**config.mk**
```make
export PLATFORM = sky130hd
export DESIGN_NAME = adc_acq_top_core
export DESIGN_NICKNAME = d
export VERILOG_FILES = /design/src/rtl/adc_acq_top_core.sv
export SDC_FILE = /design/constraint.sdc
export NUM_CORES = 1
export LEC_CHECK = 0
export CAP_MARGIN = 10
export CORE_MARGIN = 3
export CORE_UTILIZATION = 49
export CTS_CLUSTER_SIZE = 30
export DETAILED_ROUTE_END_ITERATION = 10
export MAX_ROUTING_LAYER = met4
export PLACE_DENSITY_LB_ADDON = 0.1
export SLEW_MARGIN = 20
export SYNTH_ARGS = -nofsm -noshare
export SYNTH_HDL_FRONTEND = slang
export SYNTH_SLANG_ARGS = --single-unit
```
**constraint.sdc**
```tcl
create_clock -name adc_clk -period 3.6 [get_ports adc_clk]
set_input_delay 0.54 -clock adc_clk [delete_from_list [all_inputs] [get_ports adc_clk]]
set_output_delay 0.54 -clock adc_clk [all_outputs]
set_load 0.1 [all_outputs]
```
**src/rtl/adc_acq_top_core.sv**
```systemverilog
// Per-channel ADC acquisition sequencer: header, then waveforms of packed sample words.
// Optional trailer word after the last data word when ADC_ACQ_TRAILER_EN is defined.
module adc_acq_top_core #(
  parameter int unsigned SAMP_W = 12
) (
  input  logic              adc_clk,
  input  logic              reset_n,
  input  logic [SAMP_W-1:0] adc_dat_a,
  input  logic [SAMP_W-1:0] adc_dat_b,
  input  logic              adc_ovr,
  input  logic [15:0]       channel_tag,
  input  logic [22:0]       num_muon_bursts,
  input  logic [22:0]       num_laser_bursts,
  input  logic [22:0]       num_ped_bursts,
  input  logic [23:0]       initial_fill_num,
  input  logic              initial_fill_num_wr,
  input  logic              acq_enable0,
  input  logic              acq_enable1,
  input  logic              acq_trig,
  input  logic              acq_reset,
  input  logic              ddr3_wr_done,
  input  logic [11:0]       num_waveforms,
  input  logic [21:0]       waveform_gap,
  input  logic              adc_buf_delay_data_reset,
  input  logic [4:0]        adc_buf_data_delay,
  output logic [64:0]       adc_buf_current_data_delay,
  output logic [23:0]       fill_num,
  output logic [127:0]      adc_acq_out_dat,
  output logic              adc_acq_out_valid,
  output logic              acq_done,
  output logic              adc_acq_full_reset,
  output logic              acq_enabled,
  output logic              adc_acq_sm_idl
);

  localparam logic [2:0] StIdle   = 3'd0;
  localparam logic [2:0] StHdr    = 3'd1;
  localparam logic [2:0] StSample = 3'd2;
  localparam logic [2:0] StGap    = 3'd3;
  localparam logic [2:0] StWaitWr = 3'd5;
  localparam logic [2:0] StDone   = 3'd6;
`ifdef ADC_ACQ_TRAILER_EN
  localparam logic [2:0] StTrl    = 3'd4;
  localparam logic [2:0] StEnd    = StTrl;
`else
  localparam logic [2:0] StEnd    = StWaitWr;
`endif

  logic [2:0]  state_q, state_d;
  logic        trig_q, full_reset_q;
  logic [4:0]  tap_q;
  logic [23:0] fill_num_q;
  logic [1:0]  type_q;
  logic [22:0] n_q, word_cnt_q, n_sel;
  logic [11:0] nwfm_q, wfm_cnt_q;
  logic [21:0] gap_q, gap_cnt_q;
  logic [1:0]  phase_q;
  logic [95:0] pack_q;
  logic [15:0] lane_a, lane_b;
  logic        start, hdr_only, last_word, last_wfm, gap_end;
`ifdef ADC_ACQ_TRAILER_EN
  logic [23:0] tot_q;
`endif

  assign acq_enabled    = acq_enable1 | acq_enable0;
  assign lane_a         = {{(15 - SAMP_W){1'b0}}, adc_ovr, adc_dat_a};
  assign lane_b         = {{(15 - SAMP_W){1'b0}}, adc_ovr, adc_dat_b};
  assign start          = (state_q == StIdle) && acq_trig && !trig_q && acq_enabled && !acq_reset;
  assign hdr_only       = (n_q == 23'd0) || (nwfm_q == 12'd0);
  assign last_word      = (word_cnt_q == n_q - 23'd1);
  assign last_wfm       = (wfm_cnt_q == nwfm_q - 12'd1);
  assign gap_end        = (gap_cnt_q == gap_q - 22'd1);

  assign adc_buf_current_data_delay = {13{tap_q}};
  assign fill_num                   = fill_num_q;
  assign adc_acq_full_reset         = full_reset_q;
  assign acq_done                   = (state_q == StDone);
  assign adc_acq_sm_idl             = (state_q == StIdle);

  always_comb begin
    unique case ({acq_enable1, acq_enable0})
      2'b01:   n_sel = num_muon_bursts;
      2'b10:   n_sel = num_laser_bursts;
      2'b11:   n_sel = num_ped_bursts;
      default: n_sel = 23'd0;
    endcase
  end

  always_comb begin
    state_d = state_q;
    case (state_q)
      StIdle:   if (start) state_d = StHdr;
      StHdr:    state_d = hdr_only ? StEnd : StSample;
      StSample: begin
        if (phase_q == 2'd3 && last_word) begin
          if (last_wfm)                 state_d = StEnd;
          else if (gap_q == 22'd0)      state_d = StSample;
          else                          state_d = StGap;
        end
      end
      StGap:    if (gap_end) state_d = StSample;
`ifdef ADC_ACQ_TRAILER_EN
      StTrl:    state_d = StWaitWr;
`endif
      StWaitWr: if (ddr3_wr_done) state_d = StDone;
      StDone:   state_d = StIdle;
      default:  state_d = StIdle;
    endcase
    if (acq_reset) state_d = StIdle;
  end

  // The fourth sample clock's pair is forwarded directly, so the word is valid in that clock.
  always_comb begin
    adc_acq_out_valid = 1'b0;
    adc_acq_out_dat   = '0;
    if (state_q == StHdr) begin
      adc_acq_out_valid = 1'b1;
      adc_acq_out_dat   = {fill_num_q, channel_tag, type_q, n_q, nwfm_q, gap_q, 29'd0};
    end else if (state_q == StSample && phase_q == 2'd3) begin
      adc_acq_out_valid = 1'b1;
      adc_acq_out_dat   = {lane_b, lane_a, pack_q};
`ifdef ADC_ACQ_TRAILER_EN
    end else if (state_q == StTrl) begin
      adc_acq_out_valid = 1'b1;
      adc_acq_out_dat   = {8'hEE, fill_num_q, 72'd0, tot_q};
`endif
    end
  end

  always_ff @(posedge adc_clk or negedge reset_n) begin
    if (!reset_n) begin
      state_q      <= StIdle;
      trig_q       <= 1'b0;
      full_reset_q <= 1'b0;
      tap_q        <= '0;
      fill_num_q   <= '0;
      type_q       <= '0;
      n_q          <= '0;
      nwfm_q       <= '0;
      gap_q        <= '0;
      phase_q      <= '0;
      word_cnt_q   <= '0;
      wfm_cnt_q    <= '0;
      gap_cnt_q    <= '0;
      pack_q       <= '0;
`ifdef ADC_ACQ_TRAILER_EN
      tot_q        <= '0;
`endif
    end else begin
      state_q      <= state_d;
      trig_q       <= acq_trig;
      full_reset_q <= acq_reset;
      if (adc_buf_delay_data_reset) tap_q <= adc_buf_data_delay;
      if (initial_fill_num_wr)                      fill_num_q <= initial_fill_num;
      else if (state_q == StDone && !acq_reset)     fill_num_q <= fill_num_q + 24'd1;
      if (acq_reset) begin
        phase_q    <= '0;
        word_cnt_q <= '0;
        wfm_cnt_q  <= '0;
        gap_cnt_q  <= '0;
        pack_q     <= '0;
`ifdef ADC_ACQ_TRAILER_EN
        tot_q      <= '0;
`endif
      end else begin
        case (state_q)
          StIdle: begin
            if (start) begin
              type_q     <= {acq_enable1, acq_enable0};
              n_q        <= n_sel;
              nwfm_q     <= num_waveforms;
              gap_q      <= waveform_gap;
              phase_q    <= '0;
              word_cnt_q <= '0;
              wfm_cnt_q  <= '0;
              gap_cnt_q  <= '0;
`ifdef ADC_ACQ_TRAILER_EN
              tot_q      <= '0;
`endif
            end
          end
          StSample: begin
            phase_q   <= phase_q + 2'd1;
            pack_q    <= {lane_b, lane_a, pack_q[95:32]};
            gap_cnt_q <= '0;
            if (phase_q == 2'd3) begin
`ifdef ADC_ACQ_TRAILER_EN
              tot_q <= tot_q + 24'd1;
`endif
              if (last_word) begin
                word_cnt_q <= '0;
                wfm_cnt_q  <= wfm_cnt_q + 12'd1;
              end else begin
                word_cnt_q <= word_cnt_q + 23'd1;
              end
            end
          end
          StGap:   gap_cnt_q <= gap_cnt_q + 22'd1;
          default: ;
        endcase
      end
    end
  end

endmodule

```
# --- Yosys cells after proc, flatten, opt, wreduce, memory -nomap -nowiden ---
# Index checks and enable logic that the tools add are counted.
# Widths: inputs -> output; s select.
op_classes:
  addsub: 8
  n_eq_ne: 18
  mux: 34
  bitwise: 2
  n_reduce_logical: 24
op_table:
  columns: ["op", "n"]
  rows:
  - ["$mux 96", 2]
  - ["$mux 128", 1]
  - ["$mux 125", 1]
  - ["$mux 23", 4]
  - ["$pmux 23 s3", 1]
  - ["$pmux 22 s3", 1]
  - ["$mux 12", 4]
  - ["$mux 24", 2]
  - ["$pmux 23 s2", 1]
  - ["$mux 22", 2]
  - ["$add 24x1->24 const B", 1]
  - ["$pmux 12 s2", 1]
  - ["$add 23x1->23 const B", 1]
  - ["$eq 23x23->1", 1]
  - ["$logic_not 23->1", 1]
  - ["$sub 23x1->23 const B", 1]
  - ["$add 22x1->22 const B", 1]
  - ["$eq 22x22->1", 1]
  - ["$logic_not 22->1", 1]
  - ["$sub 22x1->22 const B", 1]
  - ["$mux 3", 7]
  - ["$ne 3x3->1 const B", 5]
  - ["$pmux 3 s5", 1]
  - ["$add 12x1->12 const B", 1]
  - ["25 further kinds", 43]
totals:
  ff_bits: 248
  in_bits: 182
  out_inout_bits: 222
  word_cells: 100

# --- Logic depth before layout (Yosys ltp) ---
logic_depth:
  ltp_word: 8
  ltp_mapped: 13

# --- Least setup slack after synthesis ---
# No wires, ideal clock.
synth_path:
  path_type: "flip-flop to output port"
  startpoint: "register state_q[1]"
  endpoint: "output port adc_acq_out_dat[60]"
  arrival_ps: 3342
  t_required_ps: 3060
  path_slack_ps: -282
  stages_incl_launch_ff: 7
  n_path_buf: 3
  path_cell_list: "dfrtp_1 > clkbuf_1 > inv_1 > nand3_1 > clkbuf_1 > buf_1 > o21ai_0"
synth_between:
  elab_chain_len: 4
synth_lines:
  columns: ["element", "line_no", "source"]
  rows:
  - ["from (decl)", "49", "logic [2:0] state_q, state_d;"]
  - ["from (signal assigned)", "132", "state_q <= StIdle;"]
  - ["from (signal assigned)", "150", "state_q <= state_d;"]
  - ["$eq 3x2->1", "119", "end else if (state_q == StSample && phase_q == 2'd3) begin"]
  - ["$logic_and 1x1->1", "119", null]
  - ["$mux 125", "119", null]
  - ["$mux 128 *", "116", "if (state_q == StHdr) begin"]
  - ["to (decl)", "28", "output logic [127:0] adc_acq_out_dat,"]
# Every way passes the cells marked *; elsewhere a longest branch is shown, timed or not.

# --- Worst setup path in the final report ---
layout_path:
  startpoint: "register state_q[2]"
  endpoint: "output port adc_acq_out_dat[71]"
# The elaborated chain is that of the path after synthesis.

==> summary.md <==
| Metric | Value |
|---|---|
| Worst R2R Path Depth | 9 |
| Worst Path Buf+Inv | 3 |
| Maxcap violations | 0 |
| Sum Neg Setup Slack | 0 ns |
| Most common cell in the netlist | nand2_1 |
| Critical Path RT | 3.06 ns |
| Number of global-route vias before repair | 14000 |
| Post-route DRC | 0 |
| Synthesized cell area | 14500 sq um |
| Int Pwr | 6980 uW |
| Multiplexer share of the synthesized area | 0.0256 |
| Complex-gate fraction of the synthesized area | 0.150 |
| H-tree levels | 1 |
| Worst-path clk slew | 0.06 ns |
| Overflow after GRT | 0 |
| Reg power frac | 0.262 |
| Crit-path slowest cell | dfrtp_1 |
| Area share of and/or/nand/nor cells after synthesis | 0.279 |
| Fin crit period | 3.40 ns |
| Final Wtd Congestion | 1.05 |
| Outcome | finished clean |
| Adder-cell share of the synthesized area | 0.00860 |
| # IOs | 404 |
| Syn Area/Cell | 7.83 sq um |
| Crit path launch type | register |
| Root buffer cell | clkbuf_16 |
| Critical Path AT | 2.86 ns |
| First drt pass iteration count | 7 |
| Via count | 14500 |
| Routed WL | 52400 microns |
| Die Area | 31800 sq um |
| Syn Inst Count | 1858 |
| Top cells by count, synth | 499 x nand2_1, 227 x dfrtp_1, 169 x a21oi_1 |
| Critical Path, Cell by Cell | clkinv_1 -> nand3_4 -> buf_12 -> nand2_1 -> a21oi_2 -> buf_12 |
| Synth area leaders | dfrtp_1 39%, nand2_1 13%, a21oi_1 5.8%, xor2_1 4.1%, buf_4 3.3% |
| XOR/XNOR share of the synthesized area | 0.0705 |
| Hold Buf Count CTS | 0 |
| Crit Path Category | reg -> out |
| Slowest cell delay on critical path | 0.53 ns |
| Share of the synthesized area in the top cell type | 0.391 |
| Worst VDD drop | 0.566 mV |
| Number of CTS-inserted buffers | 26 |
| EDFF count, synth | 0 |
| Switching pwr | 7660 uW |
| Most used DFF post-synth | dfrtp_1 |
| Final setup viols | 0 |
| Combinational family with the most area after synthesis | simple AND/OR/NAND/NOR gates |
| Reg2reg start | n_q[0] |
| Synth Warn # | 0 |
| Row Count | 62 |
| Sink Count | 227 |
| Slew headroom | 0.304 |
| Antenna Nets Post-Route | 0 |
| Drt wl/cell | 20.6 microns |
| Via density | 5.73 |
| First-pass GRT wire length | 80000 microns |
| Clk_skew | 0.00873 ns |
| WHS | 0.0284 ns |
| Clk pwr share | 0.187 |
| Fin. max-slew vios | 0 |
| Slew @ Worst Pin | 1.04 ns |
| Layout cells sized above 1 | 0.147 |
| Cell taking the most area after synthesis | dfrtp_1 |
| Worst-Skew Late Latency | 0.53 ns |
| CP top delay family | buffers and inverters |
| Sw frac | 0.523 |
| Area growth from synthesis to layout | 36.9% |
| Initial Util | 0.501 |
| Final Hold Vio Count | 0 |
| CTS tree | yes |
| Count of cell types in the netlist | 79 |
| HP Class | in -> async |
| Clock Tree Buf Depth | 3 |
| Cell area power density | 736 nW/um^2 |
| Fmax | 0.294 GHz |
| Standby leakage power | 0.00826 uW |
| Crit path top cell by count | buf_12 |
| Fin crit share | 0.945 |
| IO Port Bufs | 400 |
| Worst setup path start | state_q[2] |
| Unrepaired setup endpoints after global routing | no |
| #FFs+latches synth | 227 |
| Asr flop ratio synth | 1.00 |
| FF-to-FF setup slack | 0.34 ns |
| HPWL Detailed | 39400 microns |
| Setup crit end kind | output port |
| Core region area | 29000 sq um |
| Maximum number of pins on one net before global-route repair | 110 |
| Comb power frac | 0.550 |
| Peak fanout along the critical path | 44 |
| Die Span Y | 178 microns |
| Width of the die | 178 microns |
| Seq/Total Area, Yosys | 0.391 |
| RR Endpoint | state_q[2] |
| Nets@finish | 2328 |
| Initial antenna violation count | 1 |
| Total Routing Usage GR | 0.330 |
| Initial DRC count | 1404 |
==> metrics by stage <==
stage               total power, uW  cell area (sq um)   util  std cells  setup slack [ns]
floorplan                      9430              14800      -       1860            0.0963
global placement              11800              19000  0.655       2489             0.379
detailed placement            11900              19000  0.655       2489             0.274
CTS                           14600              19900  0.685       2536             0.213
global route                  15300              19900  0.686       2540            0.0752
finish                        14600              19900  0.686       2540             0.200
==> per-layer routing <==
| layer | part of all wire | vias to the layer above | track usage |
|---|---|---|---|
| met5 | 0 | - | - |
| li1 | - | 6823 | - |
| met2 | 0.48 | 617 | 0.540 |
| met1 | 0.41 | 7021 | 0.419 |
| met4 | 0.032 | 0 | 0.0942 |
| met3 | 0.077 | 88 | 0.0630 |
==> worst max path at each step <==
| stage | end | slack, ns | cells past startpoint |
|---|---|---|---|
| after CTS | adc_acq_out_dat[71] | 0.21 | 6 |
| after floorplan | adc_acq_out_dat[121] | 0.1 | 7 |
| after detailed placement | state_q[2] | 0.27 | 9 |
| after global placement | wfm_cnt_q[3] | 0.38 | 9 |
| final | adc_acq_out_dat[71] | 0.20 | 6 |
| after global routing | adc_acq_out_dat[71] | 0.08 | 6 |
==> kinds of logic after synthesis <==
| family | after synthesis |
|---|---|
| and+or+nand+nor | 889 |
| xor gates and xnor gates | 117 |
| DFF | 227 |
| other | 1 |
| buffers and inverters | 217 |
| muxes | 35 |
| adders and majority gates | 10 |
| AOI/OAI and AO/OA | 362 |
==> timing repair <==
item	in CTS	in global routing
buffers inserted	0	3
resized for setup	0	2
setup endpoints to repair	0	4
==> layout make-up <==
type                            instances  area, sq um
Multi-Input combinational cell       1416         8040
Inverter                               26         97.6
Sequential cell                       227         5680
Fill cell                            2424         9100
Clock inverter                         10          128
Antenna cell                            1         2.50
Clock buffer                           37          753
Timing Repair Buffer                  439         4720
Tap cell                              384          480
==> power by group through the flow <==
| stage | clock network (uW) | registers [uW] | logic, uW |
|---|---|---|---|
| final | 2740 | 3840 | 8060 |
| after global routing | 2870 | 3920 | 8530 |
| after CTS | 2770 | 3820 | 8030 |
| after detailed placement | 0 | 3860 | 8000 |
| after global placement | 0 | 3830 | 7930 |
| after floorplan | 0 | 3670 | 5760 |
==> worst register-to-register path: cells and delay by family (launching register included) <==
kind | cells | cell delay, ns
adder cells (fa/ha/maj) | 1 | 0.42
AO/OA/AOI/OAI | 3 | 0.84
XOR/XNOR | 1 | 0.13
AND/OR/NAND/NOR | 3 | 1.19
flip-flops | 1 | 0.43
buffers and inverters | 1 | 0.16
==> flip-flops by register name, indices dropped and copies added (netlist names), 3 cells and up <==
| register | cells |
|---|---|
| nwfm_q | 12 |
| n_q | 23 |
| wfm_cnt_q | 12 |
| word_cnt_q | 23 |
| gap_q | 22 |
| gap_cnt_q | 22 |
| fill_num | 24 |
| pack_q | 75 |
| state_q | 3 |
| tap_q | 5 |
==> layout by cell type (no fill, tap or decap), types with 6 or more instances in the layout <==
master / Yosys / routed
dfrtp_1: 227 / 227
nor4_1: 12 / 11
xor2_1: 68 / 68
nor2_1: 116 / 115
ha_1: 10 / 10
clkinv_2: 0 / 6
and2_1: 23 / 23
clkbuf_1: 100 / 6
buf_12: 0 / 60
or3_1: 11 / 11
nand4_1: 25 / 25
nand3_1: 45 / 44
a21oi_1: 169 / 109
nor4b_1: 6 / 6
a22o_1: 6 / 6
xnor2_1: 49 / 49
nor2b_1: 7 / 7
buf_4: 64 / 110
nand2b_1: 15 / 15
inv_1: 25 / 25
nand2_1: 499 / 497
nor3_1: 33 / 33
a21oi_2: 1 / 61
a31oi_1: 6 / 6
nand3b_1: 7 / 7
and3_1: 51 / 51
o31ai_1: 14 / 14
mux2i_1: 17 / 17
o21ai_0: 86 / 85
clkdlybuf4s50_1: 0 / 268
clkbuf_16: 0 / 27
a221oi_1: 15 / 15
mux2_2: 18 / 18
(Power assumes the default switching activity.)
==> edit, RTL diff (same settings) <==
Add a define of `ADC_ACQ_TRAILER_EN`.
--- a/src/rtl/adc_acq_top_core.sv
+++ b/src/rtl/adc_acq_top_core.sv
@@ -2,2 +2,4 @@
 // Optional trailer word after the last data word when ADC_ACQ_TRAILER_EN is defined.
+`define ADC_ACQ_TRAILER_EN
+
 module adc_acq_top_core #(
Function: changed (Yosys sat finds a counterexample within 4 cycles, from zero or initial values and one cycle with reset_n low).
==> edit against the original RTL <==
- sequential share of layout area is 0.98 points higher
- sequential cell count is 24 higher
- setup slack worse by 0.016 ns
- cell count is 3.5% lower
- wire length is 3.8% higher
- final area is 6.9% higher
- fmax is 0.46% lower
- core utilization is 0.59 points higher
- clock skew is 0.00092 ns lower
- area after synthesis is 5.5% higher
- worst hold slack better by 0.30 ns
- power is 8.1% higher
- critical path type unchanged
- critical endpoint is now adc_acq_out_dat[12]
==> edit: results (changes against the original RTL) <==
Routing:
- The count of routing violations after the opening detailed-route iteration is 1431 (+1.9%).
- The met1 wire length is 21900 µm (+2.7%).

Global routing:
- The number of global-route vias before repair was 14316 (+2.5%).
- The number of antenna violations at the first check in global routing is 2 (+1).
- The maximum number of pins on one net before global-route repair is 83 (-25%).
- The met3 capacity usage during global routing is 5.85% (-0.45 points).
- The global-route met2 utilization is 53.7% (-0.37 points).
- The global routing usage on met1 is 41.6% (-0.37 points).
- The all-layer global routing usage is 32.6% (-0.44 points).

STA:
- The worst relative slew slack is 31.7% (+1.3 points).
- The post-route clock skew is 0.00781 ns (-0.000916 ns).

Power and ir drop:
- The leakage power is 0.00879 µW (+6.4%).
- The worst-case vdd ir drop is 734 µV (+30%).

Yosys:
- The count of mapped cells out of synthesis was 1734 (-6.7%).
- The commonest cells after synthesis are sky130_fd_sc_hd__nand2_1 (288), sky130_fd_sc_hd__dfrtp_1 (251), sky130_fd_sc_hd__nor2_1 (102).
- The unique cell type count in the Yosys netlist is 81 (+2.5%).
- The sequential fraction of the synthesis area is 41.0% (+1.9 points).
- Ranked by total cell area, the synthesized netlist is headed by sky130_fd_sc_hd__dfrtp_1 (41%), sky130_fd_sc_hd__nand2_1 (7.0%), sky130_fd_sc_hd__a22o_1 (4.6%), sky130_fd_sc_hd__xor2_1 (4.2%), sky130_fd_sc_hd__mux2_2 (4.1%).

Finish:
- The number of nets in the layout is 2225 (-4.4%).
- The share of final-layout standard cells stronger than drive strength 1 came to 15.1% (+0.35 points).

Setup path:
- The maximum fanout count along the critical path came to 82 (+86%).
- The highest-delay cell along the critical path is sky130_fd_sc_hd__buf_4.
- The delay of the slowest cell on the worst path is 0.69 ns (+0.16 ns).

Clocking:
- The clock latency at the later pin of the worst-skew pair is 0.55 ns (+0.02 ns).
- The number of buffers added by the clock tree synthesis step is 28 (+7.7%).

Run status:
- The flow ran to the end, and the final reports show no timing, DRC or antenna violations.

Placed design:
- The count of input and output buffers was 403 (+0.75%).
- The placed cell count came to 2398 (-3.7%).
- The HPWL reported at the end of detailed placement is 40700 µm (+3.4%).
- The area after detailed placement is 0.0204 mm² (+7.3%).
- The post-placement setup slack is 0.216 ns (-0.0582 ns).
==> edit: cell types whose count changed in the layout (fill, tap and decap cells not counted), sizes merged, moves of 13 or more <==
cell / before / now
a22o: 6 / 80
inv: 25 / 45
nand2: 499 / 288
and3: 51 / 25
nor4: 14 / 28
nor2: 116 / 103
a21oi: 171 / 96
a221oi: 15 / 2
xnor2: 49 / 71
mux2: 18 / 56
a222oi: 0 / 21
a22oi: 0 / 15
dfrtp: 227 / 251
==> edit: worst paths after layout <==
check | startpoint | endpoint | slack [ns] | cells past startpoint
max | state_q[2] | adc_acq_out_dat[12] | 0.18 | 5
min in group asynchronous | reset_n | gap_cnt_q[21] | 0.54 | 2
min | acq_reset | adc_acq_full_reset | 0.33 | 1
max reg2reg | n_q[0] | state_q[1] | 0.26 | 9
max in group asynchronous | reset_n | tot_q[19] | 2.13 | 3
min reg2reg | type_q[1] | type_q[1] | 0.51 | 1
==> edit: final cells by class <==
cell class | count | area [µm²]
Antenna cell | 2 | 5.00
Clock buffer | 42 | 763
Clock inverter | 7 | 96.3
Fill cell | 2456 | 9470
Inverter | 45 | 169
Multi-Input combinational cell | 1260 | 8000
Sequential cell | 251 | 6280
Tap cell | 396 | 495
Timing Repair Buffer | 447 | 5480
==> edit: cell families (layout without fill, tap and decap cells) <==
kind of cell	count (synthesis)	after routing	share of synthesized area, %
buf+inv	223	541	7.13
fa+ha+maj	10	10	0.816
compound gates	378	378	16.9
simple gates	654	654	20.7
other cells	0	2	0
xor+xnor	144	144	8.22
flops	251	251	41.0
mux	74	74	5.29
==> edit: where the power goes <==
| group | total, µW | leakage, µW | switching, µW | internal [µW] |
|---|---|---|---|---|
| sequential | 4120 | 0.00334 | 869 | 3250 |
| clock | 2750 | 0.000418 | 1150 | 1600 |
| combinational | 8970 | 0.00503 | 5930 | 3040 |
==> edit: stage by stage <==
stage / power [µW] / hold slack [ns]
5_1_grt: 16500 / 0.342
3_5_place_dp: 13100 / 0.495
2_1_floorplan: 10000 / 0.244
4_1_cts: 15900 / 0.313
3_3_place_gp: 13000 / 0.487
6_report: 15800 / 0.330
==> edit: worst register-to-register path: stages, from the launching register on <==
cell,delay [ns]
sky130_fd_sc_hd__dfrtp_1,0.44
sky130_fd_sc_hd__inv_1,0.17
sky130_fd_sc_hd__ha_1,0.24
sky130_fd_sc_hd__nor3b_4,0.39
sky130_fd_sc_hd__and4_1,0.34
sky130_fd_sc_hd__nand4b_2,0.15
sky130_fd_sc_hd__a2111oi_4,0.53
sky130_fd_sc_hd__nand3_2,0.31
sky130_fd_sc_hd__a2bb2oi_2,0.29
sky130_fd_sc_hd__mux2_2,0.36
